File: src/rtl/operand_pingpong_buffer.sv
// Double-buffered operand store for the systolic matmul core.
// A streaming loader fills the write bank with a weight matrix followed by an
// input matrix. The compute array reads the other bank through flat buses.
// Banks change roles on explicit handshakes (bank full / consumer release).
module operand_pingpong_buffer #(
    parameter int DATA_W = 8,
    parameter int DIM    = 2
) (
    input  logic                        clk,
    input  logic                        rst_n,
    input  logic                        in_valid_i,
    output logic                        in_ready_o,
    input  logic [DATA_W-1:0]           in_data_i,
    input  logic                        load_abort_i,
    output logic                        load_done_o,
    output logic [$clog2(2*DIM*DIM+1)-1:0] wr_count_o,
    output logic                        rd_valid_o,
    input  logic                        rd_release_i,
    output logic [DATA_W*DIM*DIM-1:0]   weights_flat_o,
    output logic [DATA_W*DIM*DIM-1:0]   inputs_flat_o
);

    localparam int MAT   = DIM * DIM;
    localparam int ELEMS = 2 * MAT;
    localparam int PTR_W = (ELEMS > 1) ? $clog2(ELEMS) : 1;
    localparam int CNT_W = $clog2(ELEMS + 1);

    // Storage and control state
    logic [DATA_W-1:0] mem_q [2][ELEMS];
    logic              wr_bank_q, wr_bank_d;
    logic              rd_bank_q, rd_bank_d;
    logic [PTR_W-1:0]  wr_ptr_q,  wr_ptr_d;
    logic [1:0]        bank_full_q, bank_full_d;
    logic              load_done_q, load_done_d;

    // Handshake qualifiers
    logic              in_ready_s;
    logic              accept_s;
    logic              last_s;
    logic              release_s;
    logic              rd_valid_s;

    assign in_ready_s = ~bank_full_q[wr_bank_q];
    // Abort wins over a same-cycle write so a discarded stream never lands.
    assign accept_s   = in_valid_i & in_ready_s & ~load_abort_i;
    assign last_s     = (wr_ptr_q == PTR_W'(ELEMS - 1));
    assign rd_valid_s = bank_full_q[rd_bank_q];
    assign release_s  = rd_release_i & rd_valid_s;

    assign in_ready_o  = in_ready_s;
    assign rd_valid_o  = rd_valid_s;
    assign load_done_o = load_done_q;
    assign wr_count_o  = CNT_W'(wr_ptr_q);

    // Next-state for pointers, bank roles, full flags and the done pulse.
    // Final accept and release touch different full bits (write bank is never
    // full while accepting, read bank is always full while releasing).
    always_comb begin
        wr_ptr_d    = wr_ptr_q;
        wr_bank_d   = wr_bank_q;
        rd_bank_d   = rd_bank_q;
        bank_full_d = bank_full_q;
        load_done_d = 1'b0;
        if (load_abort_i) begin
            wr_ptr_d = {PTR_W{1'b0}};
        end else if (accept_s) begin
            if (last_s) begin
                wr_ptr_d               = {PTR_W{1'b0}};
                bank_full_d[wr_bank_q] = 1'b1;
                wr_bank_d              = ~wr_bank_q;
                load_done_d            = 1'b1;
            end else begin
                wr_ptr_d = wr_ptr_q + PTR_W'(1);
            end
        end else begin
            wr_ptr_d = wr_ptr_q;
        end
        if (release_s) begin
            bank_full_d[rd_bank_q] = 1'b0;
            rd_bank_d              = ~rd_bank_q;
        end else begin
            rd_bank_d = rd_bank_q;
        end
    end

    // Control state registers.
    always_ff @(posedge clk or negedge rst_n) begin
        if (!rst_n) begin
            wr_ptr_q    <= {PTR_W{1'b0}};
            wr_bank_q   <= 1'b0;
            rd_bank_q   <= 1'b0;
            bank_full_q <= 2'b00;
            load_done_q <= 1'b0;
        end else begin
            wr_ptr_q    <= wr_ptr_d;
            wr_bank_q   <= wr_bank_d;
            rd_bank_q   <= rd_bank_d;
            bank_full_q <= bank_full_d;
            load_done_q <= load_done_d;
        end
    end

    // Operand storage; released banks keep their data until overwritten.
    always_ff @(posedge clk or negedge rst_n) begin
        if (!rst_n) begin
            for (int b = 0; b < 2; b++) begin
                for (int e = 0; e < ELEMS; e++) begin
                    mem_q[b][e] <= {DATA_W{1'b0}};
                end
            end
        end else if (accept_s) begin
            mem_q[wr_bank_q][wr_ptr_q] <= in_data_i;
        end
    end

    // Zero-latency view of the read bank, row-major, independent of rd_valid.
    always_comb begin
        weights_flat_o = {(DATA_W*MAT){1'b0}};
        inputs_flat_o  = {(DATA_W*MAT){1'b0}};
        for (int j = 0; j < MAT; j++) begin
            weights_flat_o[j*DATA_W +: DATA_W] = mem_q[rd_bank_q][j];
            inputs_flat_o[j*DATA_W +: DATA_W]  = mem_q[rd_bank_q][MAT + j];
        end
    end

endmodule

File: config.mk
export PLATFORM = sky130hd
export DESIGN_NAME = operand_pingpong_buffer
export DESIGN_NICKNAME = d
export VERILOG_FILES = /design/src/rtl/operand_pingpong_buffer.sv
export SDC_FILE = /design/constraint.sdc
export NUM_CORES = 1
export LEC_CHECK = 0
export CAP_MARGIN = 20
export CELL_PAD_IN_SITES_DETAIL_PLACEMENT = 1
export CELL_PAD_IN_SITES_GLOBAL_PLACEMENT = 2
export CORE_AREA = 2 2 133 135
export CTS_BUF_LIST = sky130_fd_sc_hd__clkbuf_2 sky130_fd_sc_hd__clkbuf_4 sky130_fd_sc_hd__clkbuf_8
export DETAILED_ROUTE_END_ITERATION = 16
export DIE_AREA = 0 0 135 137
export GPL_ROUTABILITY_DRIVEN = 0
export GPL_TIMING_DRIVEN = 0
export PLACE_DENSITY = 0.83
export SETUP_SLACK_MARGIN = 0.02
export SLEW_MARGIN = 0
export SYNTH_ARGS = -nofsm -noshare
export SYNTH_HDL_FRONTEND = slang
export SYNTH_SLANG_ARGS = --single-unit
export TNS_END_PERCENT = 5
File: constraint.sdc
create_clock -name clk -period 2.14 [get_ports clk]
set_input_delay 0.642 -clock clk [delete_from_list [all_inputs] [get_ports clk]]
set_output_delay 0.642 -clock clk [all_outputs]
set_load 0.1 [all_outputs]
==> results of run 1 <==
[cells by family (layout without fill, tap and decap cells)]
group	Yosys count	count (layout)	share of synthesized area
mux	194	194	0.360
buf+inv	30	149	0.0212
flops	136	136	0.561
other cells	1	1	0.000618
simple gates	37	37	0.0415
fa+ha+maj	2	2	0.00412
compound gates	8	8	0.0101
xor+xnor	1	1	0.00144
[routing by layer]
layer	track usage	up-vias
met5	0	-
met4	0.0584	0
met3	0.0370	19
met2	0.289	75
met1	0.210	1976
li1	-	1684
[report_power, final]
| part | switching, mW | internal (mW) | leakage [nW] |
|---|---|---|---|
| combinational | 0.501 | 0.301 | 1.77 |
| sequential | 0.112 | 2.80 | 1.82 |
| clock | 0.983 | 1.46 | 0.232 |
| total | 1.60 | 4.56 | 3.81 |
[cell usage after synthesis, drive strengths merged]
cell     instances  area, um2
nand4            1       6.26
a21oi            2       10.0
nand2b           2       12.5
nand4bb          1       11.3
a41o             1       10.0
nand2           10       37.5
or4b             1       10.0
a31oi            1       6.26
dfrtp          136       3400
nor2             6       27.5
inv              4       15.0
xnor2            1       8.76
nand3b           1       7.51
buf             12       60.1
clkbuf          14       53.8
nand3            4       20.0
a211o            2       17.5
nor3b            2       15.0
and4             1       8.76
nor4b            1       15.0
nor4bb           1       10.0
mux2i            1       10.0
a22o             2       17.5
mux2           193       2170
conb             1       3.75
nor3             4       36.3
nor4             2       33.8
ha               2       25.0
[stage by stage]
stage               TNS [ps]  hold slack (ps)  power, mW  instances
finish                -14820              137       6.15        753
floorplan              -3910              346       3.48        409
global placement     -775210              482       3.70        715
CTS                   -22450              137       6.21        748
detailed placement   -147660              490       3.75        716
global route          -18550              150       6.42        753
[path summary, 6_finish.rpt]
check / end / start / slack (ps) / depth (start not counted)
max reg2reg: mem_q[80] / bank_full_q[0] / 20 / 4
max: inputs_flat_o[5] / rd_bank_q / -250 / 3
min in group clk: wr_ptr_q[0] / load_abort_i / 480 / 3
min reg2reg: mem_q[43] / mem_q[43] / 500 / 1
min: mem_q[56] / rst_n / 140 / 1
max in group asynchronous: wr_ptr_q[0] / rst_n / 1200 / 2
[flip-flops by register name, summed over array words and instances, names as in the netlist]
name / cells
bank_full_q: 2
load_done_o: 1
mem_q: 128
rd_bank_q: 1
wr_bank_q: 1
wr_ptr_q: 3
[area by class of cell]
type / instances / area [um2] / share of cell area
buffer: 25 / 195 / 0.0248
clock buffer: 20 / 269 / 0.0341
clock inverter: 12 / 198 / 0.0251
inverter: 4 / 15.0 / 0.00190
multi-input combinational: 243 / 2620 / 0.333
sequential: 136 / 3410 / 0.432
tap: 225 / 282 / 0.0357
timing repair buffer: 88 / 895 / 0.113
[critical path, delay by kind of cell, from the launching register on]
family   cells  cell delay, ps
mux          1             380
buf+inv      2             430
flops        1             480
[repair_timing]
| action | CTS | global route |
|---|---|---|
| hold endpoints to repair | 0 | 0 |
| setup buffers | 1 | 5 |
| gates resized for setup | 467 | 30 |
| endpoints found under the setup margin | 198 | 166 |
| pin swaps | 1 | 1 |
==> run_results.csv, run 1 <==
group,metric,value,unit
critical_path,critPathLaunchType,"flop",
clock_network,cts_tree,"built",
grt,track_usage,0.168,
floorplanning,dieWidth,135,um
grt,overflow,0,
grt,antenna_found_initial,0,
place,dp_hpwl,10.0,mm
routing,postRouteAntennaNets,0,
power_and_ir_drop,power.density,780,mW/mm2
place,place_area,0.00721,mm2
run_status,violations,"negative setup slack",
synth,post_synth_num_cell_types,36,
timing,finalClockSkew,10.2,ps
critical_path,cp_cell_sequence,"buf_6, mux2_2, buf_4",
floorplanning,rows,48,
synth,syn-cell-area,0.00607,mm2
floorplanning,fp.dieArea,0.0185,mm2
timing,tightest_slew,728,ps
routing,wl_per_cell,19.9,um
layout,area_delta_synth_final,30.0,%
grt,grt_first_pass_wirelength,23.0,mm
floorplanning,core_area,0.0171,mm2
synth,ys_seq_elements,136,
place,pre_cts_slack,-1400,ps
place,port_buffers,81,
timing,max-slew-margin-rel,0.511,
critical_path,cp.required,1500,ps
synth,syn-num-nets,424,
layout,nets,530,
synth,ys_warn_count,0,
routing,viasPerCell,4.99,
critical_path,slowest_stage,"dfrtp_2",
power_and_ir_drop,ir_drop,0.000333,V
clock_network,cts_root_buffer,"clkbuf_8",
layout,final_core_utilization,0.462,
timing,setup-violations-final,66,
routing,drt-pass1-iter-count,4,
critical_path,critical_path_class,"reg -> out",
routing,vias,3754,
clock_network,ctsHtreeMaxLevel,4,
synth,yosysSeqAreaShare,0.561,
layout,layout_common_cells,"mux2_2, dfrtp_1, buf_4",
clock_network,cts.clk_slew.worst_paths,80,ps
synth,syn-mean-instance-area,14.8,um2
layout,drive_above_1_share,0.644,
layout,finalInstanceArea,0.00789,mm2
timing,finalHoldViolCount,0,
layout,n_antenna_cell,0,
critical_path,arrival,1750,ps
run,max-cap-violations,0,
floorplanning,ios,84,
timing,rsz0062_at_grt,"true",
routing,dr.max_layer_used,"met4",
timing,period_needed,2390,ps
floorplanning,die_h,137,um
grt,grt_max_degree,81,
clock_network,cts_buffer_depth,2,
clock_network,clk_latency,450,ps
layout,n_fill_cell,1728,
routing,m1WireLength,6.63,mm
clock_network,cts_made_buffers,17,
power_and_ir_drop,p_leak,3.81,nW
routing,wl,15.0,mm
clock_network,hold_buffers,0,
timing,maxSlewViolCount,0,
routing,routed-wl-met3,489,um
routing,wl_met2,7.63,mm
floorplanning,initial_utilization,0.356,
grt,grt_pass1_vias,4101,
run_status,status,"complete, but fails checks",
critical_path,cp-end-kind,"primary output",
layout,mostFrequentLayoutCell,"mux2_2",
clock_network,cts.sink_count,136,
timing,worst_slack,-251,ps
synth,netlist_instances,409,
timing,fin_crit_sh,1.12,
timing,fmax,418,MHz
critical_path,path_max_fanout,10,
routing,drc_errors,0,
routing,first_iter_violations,141,
worst_hold_path,min_path_type,"in -> async",
critical_path,slowest_delay,480,ps
(Power assumes the default switching activity.)
==> run 2, diff against run 1 <==
Settings changed: GPL_TIMING_DRIVEN 0 to unset.
==> run 2 against run 1 <==
The flow still finishes with violations (negative setup slack). Combinational power increased by 13%. Core utilization increased by 5.7 points. Register-to-register slack improved by 260 ps. Sequential cell count unchanged. First-iteration DRC count increased by 15%. Critical path depth increased by 1. Sequential power about the same. Global-route usage increased by 0.66 points. Power decreased by 4.2%. Count of clock-buffer cells in the layout increased by 8. Clock skew decreased by 5.0 ps. Non-clock buffer count increased by 10. Critical path type unchanged.
==> run_results.csv, run 2 (synthesis gave the netlist of run 1 again) <==
group,metric,value,unit
run_status,status,"complete, but fails checks",
layout,layout_common_cells,"mux2_2, dfrtp_1, buf_12",
layout,reg_top3,"mem_q x128, wr_ptr_q x3, bank_full_q x2",
timing,worst_slack,-222,ps
clock_network,cts.sink_count,136,
routing,viasPerCell,4.99,
grt,overflow,0,
layout,regMostFlops,"mem_q",
layout,area_delta_synth_final,45.9,%
routing,wl,15.8,mm
timing,fmax,423,MHz
clock_network,cts_buffer_depth,2,
floorplanning,rows,48,
layout,nets,540,
grt,grt_pass1_vias,4243,
grt,met2_usage,0.307,
floorplanning,core_area,0.0171,mm2
floorplanning,initial_utilization,0.356,
timing,period_needed,2360,ps
critical_path,arrival,1720,ps
timing,holdWs,503,ps
power_and_ir_drop,p_leak,4.14,nW
grt,grt_first_pass_wirelength,24.1,mm
clock_network,cts.clk_slew.worst_paths,70,ps
grt,use_met3,0.0381,
critical_path,critical_path_class,"reg -> out",
timing,finalClockSkew,5.25,ps
critical_path,critPathLaunchType,"flop",
grt,gr-max-usage-layer,"met2",
place,pre_cts_slack,-481,ps
grt,track_usage,0.175,
routing,drc_errors,0,
timing,fin_crit_sh,1.10,
routing,drt-pass1-iter-count,4,
timing,finalHoldViolCount,0,
grt,grt_use_met1,0.217,
clock_network,clk_latency,440,ps
critical_path,cp-end-kind,"primary output",
routing,postRouteAntennaNets,0,
run_status,violations,"negative setup slack",
clock_network,cts_root_buffer,"clkbuf_8",
critical_path,path_max_fanout,9,
clock_network,cts_tree,"built",
routing,vias,3795,
floorplanning,fp.dieArea,0.0185,mm2
grt,antenna_found_initial,0,
run,max-cap-violations,0,
floorplanning,dieWidth,135,um
layout,n_antenna_cell,0,
layout,finalInstanceArea,0.00885,mm2
place,place_area,0.00815,mm2
power_and_ir_drop,power.density,666,mW/mm2
layout,drive_above_1_share,0.649,
routing,wl_per_cell,20.8,um
layout,largest_reg_flops,128,
power_and_ir_drop,ir_drop,0.000363,V
place,port_buffers,82,
power_and_ir_drop,power,5.90,mW
floorplanning,ios,84,
floorplanning,die_h,137,um
grt,grt_max_degree,84,
routing,first_iter_violations,162,
worst_hold_path,min_path_type,"reg -> reg",
timing,setup-violations-final,66,
critical_path,cp.required,1500,ps
clock_network,ctsHtreeMaxLevel,4,
timing,maxSlewViolCount,0,
layout,mostFrequentLayoutCell,"mux2_2",
timing,rsz0062_at_grt,"true",
clock_network,cts_made_buffers,17,
place,dp_hpwl,10.2,mm
==> run 2: stage by stage <==
step | cells | utilization | TNS, ps
after floorplan | 409 | - | -3910
after global placement | 723 | 0.478 | -39330
after detailed placement | 723 | 0.478 | -46920
after CTS | 754 | 0.506 | -13580
after global routing | 761 | 0.519 | -16960
final | 761 | 0.519 | -13450
==> run 2: timing repair <==
action / 4_1_cts / 5_1_grt
hold buffers: 1 / 0
resized for setup: 24 / 25
setup buffers: 0 / 3
gates cloned: 0 / 4
endpoints found under the setup margin: 82 / 126
endpoints found under the hold margin: 4 / 0
==> run 2: per-layer routing <==
layer | vias up | share of wire
li1 | 1691 | -
met2 | 71 | 0.52
met4 | 0 | 0.017
met1 | 2013 | 0.43
met3 | 20 | 0.028
met5 | - | 0
==> run 2: final cells by class <==
cell class / instances / area (um2)
Clock buffer: 28 / 354
Fill cell: 1621 / 8200
Timing Repair Buffer: 123 / 2050
Clock inverter: 2 / 35.0
Multi-Input combinational cell: 243 / 2710
Inverter: 4 / 15.0
Tap cell: 225 / 282
Sequential cell: 136 / 3410
==> run 2: worst paths after layout <==
check | start | to | slack (ps) | depth (start not counted)
max in group asynchronous | rst_n | mem_q[82] | 950 | 3
min in group asynchronous | rst_n | mem_q[120] | 560 | 2
setup reg to reg | bank_full_q[0] | mem_q[86] | 280 | 5
hold reg to reg | mem_q[61] | mem_q[61] | 500 | 1
hold / removal | mem_q[61] | mem_q[61] | 500 | 1
setup / recovery | rd_bank_q | weights_flat_o[4] | -220 | 4
==> run 2: critical path: stages, from the launching register on <==
cell and delay, ps:
dfrtp_2 410, buf_12 150, clkbuf_16 160, mux2_2 380, buf_12 180
==> run 2: report_power, final <==
group          internal (mW)  total, mW  switching, mW
Clock                   1.16       2.05          0.897
Combinational          0.402      0.909          0.507
Sequential              2.80       2.93          0.133
==> run 3, diff against run 2 <==
Settings changed: RECOVER_POWER set to 100.
==> run 3 against run 2 <==
The flow still finishes with violations (negative setup slack). Hold slack is essentially flat. Fmax is 0.24% lower. First-iteration DRC count is 12% lower. Critical path depth did not move. Critical path type unchanged.
==> run_results.csv, run 3 (synthesis gave the netlist of run 1 again) <==
group,metric,value,unit
clock_network,cts_root_buffer,"clkbuf_8",
grt,grt_first_pass_wirelength,24.1,mm
routing,vias,3814,
clock_network,cts_made_buffers,17,
place,port_buffers,82,
grt,grt_max_degree,84,
clock_network,cts_tree,"built",
critical_path,critical_path_class,"reg -> out",
power_and_ir_drop,pwr-share-comb,0.153,
timing,setup-violations-final,66,
timing,tightest_slew,685,ps
layout,layout_common_cells,"mux2_2, dfrtp_1, buf_12",
timing,finalHoldViolCount,0,
floorplanning,core_area,0.0171,mm2
place,dp_hpwl,10.2,mm
clock_network,ctsHtreeMaxLevel,4,
layout,area_delta_synth_final,45.7,%
power_and_ir_drop,switching_share,0.262,
floorplanning,rows,48,
critical_path,r2r_cells,5,
critical_path,cp-end-kind,"primary output",
power_and_ir_drop,pwr-share-seq,0.498,
timing,worst_slack,-227,ps
layout,largest_reg_flops,128,
power_and_ir_drop,internal-power,4.36,mW
floorplanning,die_h,137,um
routing,postRouteAntennaNets,0,
critical_path,r2r_start,"bank_full_q[0]",
timing,fmax,422,MHz
timing,fin_crit_sh,1.11,
layout,nets,540,
timing,finalClockSkew,5.55,ps
routing,viasPerCell,5.01,
layout,drive_above_1_share,0.647,
layout,finalInstanceArea,0.00884,mm2
clock_network,cts_buffer_depth,2,
power_and_ir_drop,p_leak,4.13,nW
grt,grt_pass1_vias,4243,
floorplanning,initial_utilization,0.356,
critical_path,path_max_fanout,9,
grt,overflow,0,
layout,mostFrequentLayoutCell,"mux2_2",
routing,drc_errors,0,
critical_path,arrival,1730,ps
run_status,status,"complete, but fails checks",
power_and_ir_drop,power.density,668,mW/mm2
critical_path,setup.worst_path.end,"weights_flat_o[4]",
clock_network,clk_latency,440,ps
timing,rsz0062_at_grt,"true",
worst_hold_path,min_path_type,"reg -> reg",
clock_network,cts.clk_slew.worst_paths,70,ps
routing,wl_per_cell,20.8,um
layout,regMostFlops,"mem_q",
power_and_ir_drop,power.switching,1.54,mW
clock_network,cts.sink_count,136,
floorplanning,dieWidth,135,um
timing,period_needed,2370,ps
layout,reg_top3,"mem_q x128, wr_ptr_q x3, bank_full_q x2",
run,max-cap-violations,0,
power_and_ir_drop,ir_drop,0.000364,V
critical_path,crit_start,"rd_bank_q",
floorplanning,ios,84,
routing,first_iter_violations,143,
power_and_ir_drop,power,5.90,mW
critical_path,critPathLaunchType,"flop",
critical_path,cp.required,1500,ps
routing,drt-pass1-iter-count,4,
grt,antenna_found_initial,0,
routing,wl,15.8,mm
power_and_ir_drop,clock_power_share,0.349,
timing,max-slew-margin-rel,0.543,
place,place_area,0.00815,mm2
floorplanning,fp.dieArea,0.0185,mm2
timing,maxSlewViolCount,0,
layout,n_antenna_cell,0,
critical_path,reg2reg_setup_slack,280,ps
critical_path,r2r_end,"mem_q[86]",
grt,track_usage,0.175,
run_status,violations,"negative setup slack",
[run 3: changes by cell type in the layout (fill, tap and decap cells not counted), sizes merged]
cell,previous run,this run
clkbuf,31,33
buf,108,106
[run 3: final cells by class]
type                       count  area [um2]
fill                        1621        8220
sequential                   136        3410
clock inverter                 2        35.0
tap                          225         282
inverter                       4        15.0
multi-input combinational    243        2710
timing repair buffer         123        2040
clock buffer                  28         354
[run 3: metrics by stage]
step / setup slack, ps / hold slack [ps] / util / instances / TNS (ps)
after floorplan: -135 / 346 / - / 409 / -3910
after global placement: -430 / 463 / 0.478 / 723 / -39330
after detailed placement: -481 / 465 / 0.478 / 723 / -46920
after CTS: -251 / 506 / 0.506 / 754 / -13580
after global routing: -277 / 515 / 0.518 / 761 / -16960
final: -227 / 503 / 0.518 / 761 / -13630
[run 3: metal layers]
layer / GRT usage / part of all wire / vias to the layer above
li1: - / - / 1692
met3: 0.0381 / 0.030 / 20
met1: 0.217 / 0.43 / 2026
met2: 0.307 / 0.52 / 76
met4: 0.0538 / 0.017 / 0
met5: 0 / 0 / -
[run 3: how the worst min path moves through the flow]
stage	startpoint	to	slack [ps]	cells after the start
2_1_floorplan	rst_n	bank_full_q[0]	350	0
3_3_place_gp	rst_n	mem_q[120]	460	1
3_5_place_dp	rst_n	mem_q[120]	460	1
4_1_cts	mem_q[59]	mem_q[59]	510	1
5_1_grt	mem_q[116]	mem_q[116]	520	1
6_report	mem_q[61]	mem_q[61]	500	1
[run 3: repair_timing]
| item | 4_1_cts | 5_1_grt |
|---|---|---|
| hold endpoints to repair | 4 | 0 |
| setup buffers | 0 | 3 |
| cloned | 0 | 4 |
| hold buffers | 1 | 0 |
| gates resized for setup | 24 | 25 |
| endpoints found under the setup margin | 82 | 126 |
| pin swaps | 0 | 0 |
[run 3: power by group through the flow]
stage | clock network, mW | logic [mW] | registers [mW]
after floorplan | 0 | 0.540 | 2.94
after global placement | 0 | 0.869 | 2.95
after detailed placement | 0 | 0.900 | 2.97
after CTS | 2.12 | 0.914 | 2.93
after global routing | 2.22 | 0.953 | 2.97
final | 2.06 | 0.905 | 2.93
[run 3: worst max-delay path, cell delays in order (launching register included)]
cell       delay [ps]
dfrtp_2           410
buf_12            150
clkbuf_16         170
mux2_2            380
buf_12            180
